File: src/rtl/alu_unit.sv
// 8-bit ALU with combinational result and a registered {Z,C,N,O} flag set.
// Build option: define ALU_UNIT_OVERFLOW_EN to enable the O flag (otherwise O stays 0).
module alu_unit (
  input  logic       clk,
  input  logic       rst,
  input  logic [7:0] A,
  input  logic [7:0] B,
  input  logic [3:0] FunSel,
  output logic [7:0] OutALU,
  output logic [3:0] Flags
);

  typedef enum logic [3:0] {
    OP_PASS_A = 4'h0,
    OP_PASS_B = 4'h1,
    OP_NOT_A  = 4'h2,
    OP_NOT_B  = 4'h3,
    OP_ADD    = 4'h4,
    OP_SUB    = 4'h5,
    OP_CMP    = 4'h6,
    OP_AND    = 4'h7,
    OP_OR     = 4'h8,
    OP_NAND   = 4'h9,
    OP_XOR    = 4'hA,
    OP_LSL    = 4'hB,
    OP_LSR    = 4'hC,
    OP_ASL    = 4'hD,
    OP_ASR    = 4'hE,
    OP_CSR    = 4'hF
  } op_e;

  op_e        op;
  logic [8:0] add_sum;
  logic [8:0] sub_sum;
  logic       a_gt_b;
  logic [7:0] result;
  logic [7:0] flag_src;

  logic z_d, c_d, n_d, o_d;
  logic z_q, c_q, n_q, o_q;

  assign op = op_e'(FunSel);

  // Subtraction is formed as A + ~B + 1 so bit 8 is the no-borrow carry.
  assign add_sum = {1'b0, A} + {1'b0, B};
  assign sub_sum = {1'b0, A} + {1'b0, ~B} + 9'd1;
  assign a_gt_b  = (A > B);

  always_comb begin
    result = 8'h00;
    case (op)
      OP_PASS_A: result = A;
      OP_PASS_B: result = B;
      OP_NOT_A:  result = ~A;
      OP_NOT_B:  result = ~B;
      OP_ADD:    result = add_sum[7:0];
      OP_SUB:    result = sub_sum[7:0];
      OP_CMP:    result = a_gt_b ? A : 8'h00;
      OP_AND:    result = A & B;
      OP_OR:     result = A | B;
      OP_NAND:   result = ~(A & B);
      OP_XOR:    result = A ^ B;
      OP_LSL:    result = {A[6:0], 1'b0};
      OP_LSR:    result = {1'b0, A[7:1]};
      OP_ASL:    result = {A[6:0], 1'b0};
      OP_ASR:    result = {A[7], A[7:1]};
      OP_CSR:    result = {A[0], A[7:1]};
      default:   result = 8'h00;
    endcase
  end

  assign OutALU = result;

  // Compare reports flags of the difference, not of the selected output.
  assign flag_src = (op == OP_CMP) ? sub_sum[7:0] : result;

  always_comb begin
    z_d = (flag_src == 8'h00);
    n_d = flag_src[7];
    c_d = c_q;
    case (op)
      OP_ADD:                 c_d = add_sum[8];
      OP_SUB, OP_CMP:         c_d = sub_sum[8];
      OP_LSL, OP_ASL:         c_d = A[7];
      OP_LSR, OP_ASR, OP_CSR: c_d = A[0];
      default:                c_d = c_q;
    endcase
  end

`ifdef ALU_UNIT_OVERFLOW_EN
  logic add_ovf;
  logic sub_ovf;

  assign add_ovf = (A[7] == B[7]) && (add_sum[7] != A[7]);
  assign sub_ovf = (A[7] != B[7]) && (sub_sum[7] != A[7]);

  always_comb begin
    o_d = o_q;
    case (op)
      OP_ADD:         o_d = add_ovf;
      OP_SUB, OP_CMP: o_d = sub_ovf;
      OP_ASL:         o_d = A[7] ^ A[6];
      default:        o_d = o_q;
    endcase
  end
`else
  assign o_d = 1'b0;
`endif

  always_ff @(posedge clk or posedge rst) begin
    if (rst) begin
      z_q <= 1'b0;
      c_q <= 1'b0;
      n_q <= 1'b0;
      o_q <= 1'b0;
    end else begin
      z_q <= z_d;
      c_q <= c_d;
      n_q <= n_d;
      o_q <= o_d;
    end
  end

  assign Flags = {z_q, c_q, n_q, o_q};

endmodule

File: config.mk
export PLATFORM = sky130hd
export DESIGN_NAME = alu_unit
export DESIGN_NICKNAME = d
export VERILOG_FILES = /design/src/rtl/alu_unit.sv
export SDC_FILE = /design/constraint.sdc
export NUM_CORES = 1
export LEC_CHECK = 0
export CAP_MARGIN = 10
export CORE_ASPECT_RATIO = 0.5
export CORE_MARGIN = 4
export CORE_UTILIZATION = 60
export DETAILED_ROUTE_END_ITERATION = 8
export HOLD_SLACK_MARGIN = 0.06
export PLACE_DENSITY = 0.95
export SYNTH_ARGS = -nofsm -noshare
export SYNTH_HDL_FRONTEND = slang
export SYNTH_SLANG_ARGS = --single-unit
File: constraint.sdc
create_clock -name clk -period 5.85 [get_ports clk]
set_clock_uncertainty 0.15 [all_clocks]
set_input_delay 1.17 -clock clk [delete_from_list [all_inputs] [get_ports clk]]
set_output_delay 1.17 -clock clk [all_outputs]
set_load 0.01 [all_outputs]
Word level (Yosys, flattened, before mapping) --
Cells that the tools add are included.
Word-level totals: register bits after elaboration 3, bits in latches 0, bits in writable memories 0, bits in read-only memories 0, input bits 22, logic and storage cells 38, memories kept 0
Operators by class: add/sub/neg operators 3, $mul 0, divide/modulo/power cells 0, $lt $le $gt $ge 1, eq/ne operators 15, shifts and indexed selects 0, mux-type cells 4, bitwise gates (word level) 6, reduce and logical (&&, ||, !) cells 6
Operators by type and width (number):
- 8-bit case mux with 15 select lines | 1
- 4-bit == test, second input constant | 8
- 8-bit inverter | 3
- 8-bit by 8-bit adder with 9-bit output | 2
- 4-bit by 3-bit == test with 1-bit output, second input constant | 4
- 8-bit 2-to-1 mux | 2
- 9-bit by 1-bit adder with 9-bit output, second input constant | 1
- 8-bit AND | 1
- 4-bit by 2-bit == test with 1-bit output, second input constant | 2
- 8-bit > comparator | 1
- 8-bit logical NOT | 1
- 8-bit bitwise OR | 1
- 8-bit bitwise XOR | 1
- 4-bit by 1-bit == test with 1-bit output, second input constant | 1
- 4-bit logical NOT | 1
- 1-bit case mux with 4 select lines | 1
- 4-bit nonzero test | 1
- 2-bit OR reduction | 2
- 3-bit OR reduction | 1

Logic depth before layout (Yosys ltp) --
word-level depth 6, gate-level depth with buffers 12, depth with buffers taken out 12

Worst setup path before layout --
Ideal clock, no wire load.
path kind input-to-output, start input A[0], end output OutALU[6], arrival time 3.296 ns, data required time 4.530 ns, slack 1.234 ns, cell stages on the path 10, cells stage by stage inv_1 -> ha_1 -> inv_1 -> fa_1 -> nor2b_4 -> o311ai_2 -> a31oi_2 -> or2_4 -> a221o_1 -> a221o_1
On the way: cells in the longest elaborated chain, start to end 3, elaborated cells on any way between the ends 6, those cells by class add/sub (3); order compare (1); mux (2)
RTL lines:
- start, declared | RTL line 6 | input logic [7:0] A,
- 8-bit by 8-bit adder with 9-bit output / 8-bit > comparator (equally long branches) | RTL line 46, 47
- 9-bit by 1-bit adder with 9-bit output / 8-bit 2-to-1 mux (equally long branches) | RTL line 46, 58
- 8-bit case mux with 15 select lines (*) | RTL line 51 | case (op)
- end, declared | RTL line 9 | output logic [7:0] OutALU,
Every way passes the cells marked *; elsewhere a longest branch is shown, timed or not.

Final worst setup path --
start input A[1], end output OutALU[7]
The elaborated chain is that of the path after synthesis.

==> run_results.csv <==
group,metric,value,unit
clocking,root_buffer,"clkbuf_8",
logic_synthesis,async_flop_share,100,%
floorplan,core-area,3450,um2
drt,wirelength,7.33,mm
grt,grt_overflow,0,
floorplan,dieHeight,50.4,um
critical_path,cp-start-kind,"input port",
grt,busiest_layer,"met2",
floorplan,io_pins,34,
critical_path,worstSetupPathType,"in2out",
sta,fin_setup_tns,0,ns
clocking,cts.repair.resized,0,
final_layout,antenna_cells,0,
logic_synthesis,syn_area,2160,um2
power_and_ir_drop,ir_drop,0.0000726,V
drt,wl_per_cell,19.7,um
grt,grt_max_degree,33,
final_layout,multi_input_area,1790,um2
logic_synthesis,syn-instance-count,286,
sta,fin_crit_sh,96.7,%
grt,first_global_vias,2225,
grt,antenna_found_initial,0,
logic_synthesis,synth_area_per_cell,7.54,um2
sta,rsz0062_at_grt,"false",
logic_synthesis,synth_top_family_by_area,"compound AO/OA/AOI/OAI gates",
sta,timing.fmax,0.177,GHz
clocking,clk_latency,0.22,ns
logic_synthesis,synth.lib_cells_used.distinct,72,
clocking,cts_buffers,3,
final_layout,finalNetCount,370,
sta,hold_viol,0,
place,place_area,2520,um2
power_and_ir_drop,leakagePower,0.00108,uW
drt,drtIter0Drc,278,
final_layout,syn_to_final_growth,18.9,%
logic_synthesis,syn-num-nets,334,
place,gp_congestion,1.03,
final_layout,ff_latch_area,75.1,um2
logic_synthesis,ys_warn_count,0,
logic_synthesis,synth_most_common_cell,"nand2_1",
logic_synthesis,yosys.area.top_type,"ha_1",
logic_synthesis,synth_compound_area_share,33.7,%
critical_path,endpoint_kind,"primary output",
clocking,htree_num_levels,1,
logic_synthesis,ys_ff_latch,3,
critical_path,cp.arrival,4.34,ns
logic_synthesis,yosys.area_share.xor_xnor,4.87,%
clocking,cts_setup_buffers,0,
logic_synthesis,ys.flop_type,"dfrtp_1",
grt,met1_usage,43.0,%
sta,setup_violations,0,
critical_path,max_stage_delay,0.67,ns
final_layout,stdcell_area,2560,um2
drt,vias,2459,
final_layout,drive_gt1_share,14.3,%
logic_synthesis,yosysTopAreaCellShare,13.9,%
critical_path,path_cells,"clkdlybuf4s50_1, inv_1, ha_1, a21oi_1, o21bai_1, a2111oi_1, o21bai_1, a221o_2, a21oi_1, inv_1, clkdlybuf4s50_1",
final_layout,fillers,282,
drt,vias_per_cell,6.61,
place,hpwlAfterDp,5.72,mm
clocking,cts_tree,"done",
job,drv_cap,0,
sta,min_period,5.66,ns
floorplan,start_util,62.5,%
floorplan,die_w,92.8,um
logic_synthesis,synthMuxAreaShare,3.02,%
sta,drv_slew,0,
critical_path,cp_slowest_cell,"clkdlybuf4s50_1",
clocking,cts.sinks,3,
sta,slew_headroom,52.3,%
grt,grt_use_met2,47.4,%
drt,drcViolationCount,0,
hold_path,hp-class,"reg2reg",
critical_path,cp.required,4.53,ns
outcome,outcome,"finished, final reports clean",
clocking,clockBufferDepth,2,
sta,worst_pin_slew,0.714,ns
clocking,cts_hold_buf,0,
drt,ant_nets,0,
critical_path,cp_max_fo,7,
grt,grt_pass1_wl,11.6,mm
logic_synthesis,synthTopCellsByCount,"nand2_1, inv_1, ha_1, nor2_1, o21ai_0",
logic_synthesis,synth_edf_count,0,
floorplan,fp-row-count,15,
grt,met3_usage,11.2,%
clocking,clk_pin_slew,0.03,ns
logic_synthesis,synthTopCellsByArea,"ha_1, nand2_1, buf_6",
logic_synthesis,synth_simple_gate_area_share,25.2,%
power_and_ir_drop,p_per_area,128,nW/um2
logic_synthesis,seq_area_frac_synth,3.48,%
drt,drt_pass1_iterations,5,
floorplan,design.die.area,4680,um2
place,port_buffers,32,
grt,grt_usage,31.4,%
logic_synthesis,synthAdderAreaFrac,15.8,%
-- logic make-up (layout without fill, tap and decap cells) --
group / after synthesis / after routing
buf+inv: 49 / 84
mux: 6 / 6
flops: 3 / 3
simple gates: 94 / 94
xor+xnor: 12 / 12
fa+ha+maj: 26 / 26
compound gates: 95 / 95
other cells: 1 / 1
-- cells in the final DEF, fill, tap and decap left out, drive strengths merged, types with 3 or more instances in the layout --
| cell type | synthesis | routed |
|---|---|---|
| mux2 | 4 | 4 |
| buf | 22 | 22 |
| inv | 26 | 26 |
| a31oi | 5 | 5 |
| o2bb2ai | 3 | 3 |
| a221o | 7 | 7 |
| o221ai | 4 | 4 |
| xnor2 | 9 | 9 |
| nor2 | 12 | 12 |
| nand3 | 8 | 8 |
| nor2b | 10 | 10 |
| clkdlybuf4s50 | 0 | 32 |
| a32oi | 3 | 3 |
| clkbuf | 1 | 4 |
| o21bai | 3 | 3 |
| a21boi | 3 | 3 |
| nor3 | 6 | 6 |
| ha | 24 | 24 |
| nor4b | 4 | 4 |
| a21oi | 11 | 11 |
| a221oi | 5 | 5 |
| dfrtp | 3 | 3 |
| a2111oi | 3 | 3 |
| nor4 | 4 | 4 |
| nand2 | 28 | 28 |
| o21ai | 15 | 15 |
| a21o | 5 | 5 |
| xor2 | 3 | 3 |
| o22ai | 5 | 5 |
| o31ai | 3 | 3 |
| a22oi | 5 | 5 |
| nand3b | 4 | 4 |
-- layer usage --
layer | vias to the layer above | routed length [um]
met1 | 1137 | 2990
met3 | 27 | 1100
met4 | 0 | 173
met5 | - | 0
met2 | 158 | 3070
li1 | 1137 | -
-- path summary, 6_finish.rpt --
path	from	endpoint	slack, ns	depth (start not counted)
max	A[1]	OutALU[7]	0.19	11
max in group asynchronous	rst	c_q	4.44	2
max reg2reg	c_q	c_q	4.81	4
min reg2reg	c_q	c_q	0.47	2
min	c_q	c_q	0.47	2
min in group asynchronous	rst	z_q	0.97	2
-- area by class of cell --
cell class / instances / share of cell area [%]
multi-input cells: 234 / 69.6
well taps: 51 / 2.49
inverters: 26 / 3.80
flip-flops and latches: 3 / 2.93
clock buffers: 4 / 1.76
repair buffers: 54 / 19.4
-- flip-flops by register name, indices dropped and copies added (netlist names) --
register,cells
n_q,1
c_q,1
z_q,1
-- through the flow --
step | power [uW] | worst slack (ns) | utilization (%) | hold WS [ns] | cells
2_1_floorplan | 179 | 1.23 | - | 0.421 | 286
3_3_place_gp | 255 | 0.273 | 72.9 | 0.474 | 368
3_5_place_dp | 258 | 0.196 | 72.9 | 0.459 | 368
4_1_cts | 321 | 0.195 | 74.2 | 0.473 | 372
5_1_grt | 346 | 0.0313 | 74.3 | 0.530 | 372
6_report | 328 | 0.193 | 74.3 | 0.468 | 372
-- power breakdown --
part | total, uW | leakage, uW | internal (uW) | switching (uW)
Clock | 62.3 | 0.0000228 | 46.7 | 15.6
Combinational | 241 | 0.00102 | 111 | 130
Sequential | 24.6 | 0.0000378 | 23.4 | 1.12
-- critical path, delay by kind of cell --
family / cells / cell delay (ns)
adders and majority gates: 1 / 0.35
AOI/OAI and AO/OA: 6 / 1.51
buffers and inverters: 4 / 1.31
No activity file was read; power rests on OpenSTA's default activity.
